`config.mk`:
```
export PLATFORM = sky130hd
export DESIGN_NAME = rex_game_ctrl
export DESIGN_NICKNAME = d
export VERILOG_FILES = /design/src/rtl/rex_pkg.sv /design/src/rtl/btn_sync_edge.sv /design/src/rtl/rex_game_ctrl.sv
export SDC_FILE = /design/constraint.sdc
export NUM_CORES = 1
export LEC_CHECK = 0
export ABC_AREA = 0
export CELL_PAD_IN_SITES_DETAIL_PLACEMENT = 2
export CELL_PAD_IN_SITES_GLOBAL_PLACEMENT = 2
export CORE_UTILIZATION = 38
export DETAILED_ROUTE_END_ITERATION = 6
export HOLD_SLACK_MARGIN = 0.05
export PLACE_DENSITY = 0.88
export SYNTH_ARGS = -nofsm -noshare
export SYNTH_HDL_FRONTEND = slang
export SYNTH_SLANG_ARGS = --single-unit
```
`constraint.sdc`:
```
create_clock -name clk -period 8 [get_ports clk]
set_input_delay 1.6 -clock clk [delete_from_list [all_inputs] [get_ports clk]]
set_output_delay 1.6 -clock clk [all_outputs]
set_load 0.005 [all_outputs]
```
`src/rtl/rex_pkg.sv`:
```
// Shared state encoding and screen geometry for the runner game core and the pixel decider.
package rex_pkg;

    typedef enum logic [1:0] {
        IDLE = 2'd0,
        RUN  = 2'd1,
        OVER = 2'd2
    } game_state_t;

    localparam int REX_LEFT     = 8;
    localparam int REX_W        = 24;
    localparam int REX_H        = 23;
    localparam int OBST_W       = 16;
    localparam int OBST_H       = 22;
    localparam int SCREEN_H     = 64;
    localparam int REX_MAX_DOWN = 41;

    localparam logic [15:0] OBST_END = 16'hFFF0;

endpackage

```
`src/rtl/btn_sync_edge.sv`:
```
// Two-flop synchroniser for the raw jump/start button followed by a rising-edge pulse.
module btn_sync_edge (
    input  logic clk,
    input  logic rstn,
    input  logic btn,
    output logic press
);

    logic sync1, sync2, sync2_d;

    // NOTE: sequential state uses non-blocking assignments so each flop samples pre-edge values.
    always_ff @(posedge clk or negedge rstn) begin
        if (!rstn) begin
            sync1   <= 1'b0;
            sync2   <= 1'b0;
            sync2_d <= 1'b0;
        end else begin
            sync1   <= btn;
            sync2   <= sync1;
            sync2_d <= sync2;
        end
    end

    assign press = sync2 & ~sync2_d;

endmodule

```
`src/rtl/rex_game_ctrl.sv`:
```
// Runner game core: button to game state, Rex height, obstacle position and score, stepped once per tick.
module rex_game_ctrl
    import rex_pkg::*;
#(
    parameter int TICK_DIV   = 500000,
    parameter int JUMP_V0    = 8,
    parameter int GRAVITY    = 1,
    parameter int OBST_START = 256,
    parameter int OBST_STEP  = 8
) (
    input  logic        clk,
    input  logic        rstn,
    input  logic        btn,
    output logic [15:0] rex_down,
    output logic [15:0] obstacle_left,
    output logic [1:0]  game_state,
    output logic [15:0] score
);

    localparam int CNT_W = (TICK_DIV > 1) ? $clog2(TICK_DIV) : 1;
    localparam logic [CNT_W-1:0]   CNT_LAST   = CNT_W'(TICK_DIV - 1);
    localparam logic [15:0]        OBST_INIT  = 16'(OBST_START);
    localparam logic [15:0]        OBST_DELTA = 16'(OBST_STEP);
    localparam logic signed [15:0] REX_L      = 16'(REX_LEFT);
    localparam logic signed [15:0] REX_RIGHT  = 16'(REX_LEFT + REX_W);
    localparam logic signed [16:0] Y_ZERO     = 17'sd0;
    localparam logic signed [16:0] Y_MAX      = 17'(REX_MAX_DOWN);

    game_state_t       state_q, state_d;
    logic [CNT_W-1:0]  tick_cnt;
    logic              tick, press, collide, grounded;
    logic              run_step, jump_arm, reload;
    logic              jump_pending;
    logic signed [7:0] vel, v_new;
    logic signed [16:0] y_sum;
    logic [15:0]       obst_right;

    btn_sync_edge u_btn (
        .clk   (clk),
        .rstn  (rstn),
        .btn   (btn),
        .press (press)
    );

    always_ff @(posedge clk or negedge rstn) begin
        if (!rstn)
            tick_cnt <= '0;
        else
            tick_cnt <= (tick_cnt == CNT_LAST) ? '0 : tick_cnt + CNT_W'(1);
    end

    assign tick     = (tick_cnt == CNT_LAST);
    assign grounded = (rex_down == '0) && (vel == '0);

    // Rex spans x 8..31 and is tall enough to clear the obstacle once its bottom reaches OBST_H.
    assign obst_right = obstacle_left + 16'(OBST_W);
    assign collide    = ($signed(obstacle_left) < REX_RIGHT) && ($signed(obst_right) > REX_L)
                     && (rex_down < 16'(OBST_H));

    always_ff @(posedge clk or negedge rstn) begin
        if (!rstn)
            state_q <= IDLE;
        else
            state_q <= state_d;
    end

    // NOTE: every always_comb output gets a default first so no latch is inferred.
    always_comb begin
        state_d = state_q;
        case (state_q)
            IDLE:    if (press)   state_d = RUN;
            RUN:     if (collide) state_d = OVER;
            OVER:    if (press)   state_d = IDLE;
            default: state_d = IDLE;
        endcase
    end

    // A collide takes priority over the tick, so the frame that collides is never moved.
    always_comb begin
        game_state = state_q;
        run_step   = 1'b0;
        jump_arm   = 1'b0;
        reload     = 1'b0;
        case (state_q)
            RUN: begin
                run_step = tick && !collide;
                jump_arm = press && grounded && !collide;
            end
            OVER:    reload = press;
            default: ;
        endcase
    end

    always_comb begin
        y_sum = {1'b0, rex_down};
        v_new = vel;
        if (jump_pending) begin
            y_sum = {1'b0, rex_down} + 17'(JUMP_V0);
            v_new = 8'(JUMP_V0 - GRAVITY);
        end else if (!grounded) begin
            y_sum = {1'b0, rex_down} + {{9{vel[7]}}, vel};
            v_new = vel - 8'(GRAVITY);
        end
    end

    always_ff @(posedge clk or negedge rstn) begin
        if (!rstn) begin
            rex_down      <= '0;
            vel           <= '0;
            obstacle_left <= OBST_INIT;
            score         <= '0;
            jump_pending  <= 1'b0;
        end else if (reload) begin
            rex_down      <= '0;
            vel           <= '0;
            obstacle_left <= OBST_INIT;
            score         <= '0;
            jump_pending  <= 1'b0;
        end else begin
            if (run_step) begin
                if (y_sum <= Y_ZERO) begin
                    rex_down <= '0;
                    vel      <= '0;
                end else if (y_sum > Y_MAX) begin
                    rex_down <= 16'(REX_MAX_DOWN);
                    vel      <= v_new;
                end else begin
                    rex_down <= y_sum[15:0];
                    vel      <= v_new;
                end
                if (obstacle_left == OBST_END) begin
                    obstacle_left <= OBST_INIT;
                    score         <= score + 16'd1;
                end else begin
                    obstacle_left <= obstacle_left - OBST_DELTA;
                end
            end
            // A press landing on the tick that consumes a jump does not re-arm it.
            if (run_step && jump_pending)
                jump_pending <= 1'b0;
            else if (jump_arm)
                jump_pending <= 1'b1;
        end
    end

endmodule
```
==> flow_metrics.py <==
metrics = {
    "status": {
        "run_status": "complete, no violations",
    },
    "worst_hold_path": {
        "hold_path.class": "register to register",
    },
    "cts": {
        "path_clk_slew_ps": 60,
        "clock_sinks": 78,
        "cts_resized": 0,
        "cts_tree": "yes",
        "postCtsSetupBuffers": 0,
        "clk_path_buf_depth": 2,
        "cts_made_buffers": 9,
        "insertion_delay_ps": 350,
        "hold_buffers": 0,
        "cts_root_buffer": "clkbuf_16",
        "htree_levels": 3,
    },
    "critical_path": {
        "critPathSlowestCell": "nand4_1",
        "cp-end-kind": "register",
        "crit_buf_inv": 1,
        "crit_required_ps": 8220,
        "path_max_fanout": 11,
        "cpMostUsedCell": "o22ai_1",
        "crit_type": "register to register",
        "critPathArrivalTime_ps": 4010,
        "path_cells": "inv_1 > fa_1 > nor2b_1 > o221ai_1 > o22ai_1 > o21a_1 > o21ai_1 > o41ai_2 > nand4_1 > nand3b_1 > o22ai_1",
        "critPathMaxStageDelay_ps": 580,
        "cp_top_family": "compound AO/OA/AOI/OAI gates",
        "startpoint_type": "register",
    },
    "routing": {
        "drtIter0Drc": 221,
        "vias_per_cell": 6.10,
        "first_pass_iters": 4,
        "num_vias": 5133,
        "routed_wl_mm": 18.2,
        "final_antenna_net_count": 0,
        "drc": 0,
        "routedWlPerCell_um": 21.6,
    },
    "cells_and_area": {
        "layout-drive-gt1-share_pct": 4.20,
        "areaGrowthSynthToFinish_pct": 16.0,
        "diodes": 0,
        "finalNetCount": 691,
        "n_fill_cell": 1498,
        "multi_input_area_mm2": 0.00318,
        "seq_area_mm2": 0.00195,
        "layoutNonFillerInstCount": 842,
    },
    "global_route": {
        "grt_pass1_vias": 5677,
        "grt_pass1_wl_mm": 30.2,
        "grt_max_degree": 79,
        "overflow": 0,
        "antenna_found_initial": 0,
        "track_usage_pct": 26.5,
    },
    "floorplan": {
        "rows": 42,
        "dieArea_mm2": 0.0145,
        "num_io_pins": 53,
        "die_x_um": 121,
        "start_util_pct": 39.7,
        "core_mm2": 0.0135,
        "die_h_um": 121,
    },
    "logic_synthesis": {
        "yosysSeqAreaShare_pct": 36.6,
        "netlist_area_mm2": 0.00534,
        "yosysWarnings": 0,
        "syn_area_per_cell_um2": 8.51,
        "ys_types": 69,
        "async_flop_share_pct": 100,
        "yosys_register_bits": 78,
        "synthFlopType": "dfrtp_1",
        "synth_edf_count": 0,
        "syn_inst": 627,
    },
    "placement": {
        "post-place-cells": 826,
        "dp_hpwl_mm": 13.1,
        "port_buffers": 49,
        "place.gp.congestion": 0.887,
    },
    "pwr": {
        "clkPwrFrac_pct": 29.0,
        "irDropWorstVdd_mv": 0.151,
        "p_int_uw": 802,
        "pwr-share-comb_pct": 33.3,
        "p_leak_uw": 0.00263,
        "switchingPower_uw": 511,
        "netSwitchingFraction_pct": 38.9,
        "p_per_area_mw_per_mm2": 212,
        "pwr-share-seq_pct": 37.7,
    },
    "timing": {
        "slew_violations": 0,
        "period_needed_ps": 3790,
        "clock_skew_ps": 11.0,
        "rsz0062_at_grt": "false",
        "hold_viol_final": 0,
        "fin_crit_sh_pct": 47.4,
        "worst_pin_slew_ps": 1050,
        "fmax_mhz": 264,
        "tns_ps": 0,
        "setup_viol": 0,
        "relSlewSlack_pct": 30.0,
    },
    "job": {
        "maxCapViolations": 0,
    },
}
## synthesized netlist by cell type (3+ instances only)
cell type / count / area [um^2]
dfrtp_1: 77 / 1930
nor2_1: 61 / 229
nand2_1: 60 / 225
a21oi_1: 30 / 150
ha_1: 26 / 325
nand3_1: 25 / 125
xor2_1: 25 / 219
nor3_1: 24 / 120
o21ai_0: 23 / 115
inv_1: 21 / 78.8
clkbuf_1: 20 / 75.1
nand4_1: 19 / 119
and2_1: 15 / 93.8
xnor2_1: 15 / 131
and3_1: 14 / 87.6
o21ai_1: 14 / 70.1
or3_1: 11 / 68.8
nor2b_1: 10 / 62.6
a31oi_1: 8 / 50.1
o211ai_1: 8 / 60.1
o22ai_1: 8 / 50.1
nand2b_1: 7 / 43.8
nor4_1: 7 / 43.8
o21a_1: 7 / 52.6
o31ai_1: 7 / 52.6
and4_1: 6 / 52.6
nor4b_1: 5 / 43.8
or4_1: 5 / 37.5
a211o_1: 4 / 35.0
buf_2: 4 / 20.0
nand3b_1: 4 / 30.0
a211oi_1: 3 / 22.5
a21o_1: 3 / 22.5
buf_4: 3 / 22.5
o2111a_1: 3 / 33.8
o2111ai_1: 3 / 26.3
## state kept, by name, summed over array words and instances, names as in the netlist, 2 cells and up
name,cells
rex_down,16
score,16
game_state,2
obstacle_left,13
vel,8
tick_cnt,19
## worst reg2reg max path, stage by stage, from the launching register on
cell and delay (ps):
dfrtp_1 470, inv_1 130, fa_1 480, nor2b_1 250, o221ai_1 260, o22ai_1 370
o21a_1 190, o21ai_1 80, o41ai_2 330, nand4_1 580, nand3b_1 390, o22ai_1 140
## worst paths after layout
path                             start                 to  slack (ps)  cells past startpoint
min                        u_btn.sync1        u_btn.sync2         380                      0
min in group asynchronous         rstn  obstacle_left[10]        1430                      1
min reg2reg                u_btn.sync1        u_btn.sync2         380                      0
max reg2reg                rex_down[1]             vel[4]        4210                     11
max in group asynchronous         rstn        tick_cnt[1]        5900                      1
max                        rex_down[1]             vel[4]        4210                     11
## per-layer routing
| metal | wire [um] | vias up | GRT usage, % |
|---|---|---|---|
| met1 | 8040 | 2631 | 34.0 |
| met5 | 0 | - | 0 |
| met3 | 684 | 37 | 5.05 |
| met4 | 416 | 0 | 10.0 |
| met2 | 9010 | 109 | 44.1 |
| li1 | - | 2356 | - |
## power groups by stage
stage	Combinational, uW	Clock, uW	Sequential (uW)
3_3_place_gp	405	0	494
2_1_floorplan	313	0	462
5_1_grt	481	404	502
4_1_cts	436	386	494
6_report	437	381	496
3_5_place_dp	429	0	502
## cell families (layout without fill, tap and decap cells)
group | count (synthesis) | after routing | share of synthesized area, %
simple gates | 286 | 286 | 28.2
compound gates | 143 | 143 | 17.7
flops | 78 | 78 | 36.6
buf+inv | 50 | 87 | 4.10
xor+xnor | 40 | 40 | 6.56
fa+ha+maj | 27 | 27 | 6.47
mux | 2 | 2 | 0.375
other cells | 1 | 3 | 0.0703
## cell usage in the layout (no fill, tap or decap), drive strengths merged, types with 21 or more instances in the layout
cell type / netlist / final
inv: 21 / 21
nand2: 60 / 60
nor2: 62 / 62
dfrtp: 77 / 77
nand3: 26 / 26
clkdlybuf4s50: 0 / 48
a21oi: 31 / 31
ha: 26 / 26
xor2: 25 / 25
o21ai: 37 / 37
nor3: 24 / 24
## stage by stage
| stage | cell area, um^2 | utilization (%) | hold WS, ps | power, uW | setup slack, ps |
|---|---|---|---|---|---|
| 3_3_place_gp | 5920 | 44.0 | 354 | 898 | 4530 |
| 5_1_grt | 6190 | 46.0 | 384 | 1390 | 3950 |
| 2_1_floorplan | 5350 | - | 331 | 775 | 5140 |
| 3_5_place_dp | 5920 | 44.0 | 366 | 931 | 4320 |
| 6_report | 6190 | 46.0 | 381 | 1310 | 4210 |
| 4_1_cts | 6190 | 46.0 | 379 | 1320 | 4270 |
## final cells by class
| type | instances | area share (%) |
|---|---|---|
| Multi-Input combinational cell | 501 | 51.3 |
| Sequential cell | 78 | 31.5 |
| Timing Repair Buffer | 50 | 8.00 |
| Clock buffer | 10 | 3.70 |
| Tap cell | 176 | 3.56 |
| Inverter | 21 | 1.27 |
| Clock inverter | 6 | 0.627 |
No activity file was read; power rests on OpenSTA's default activity.
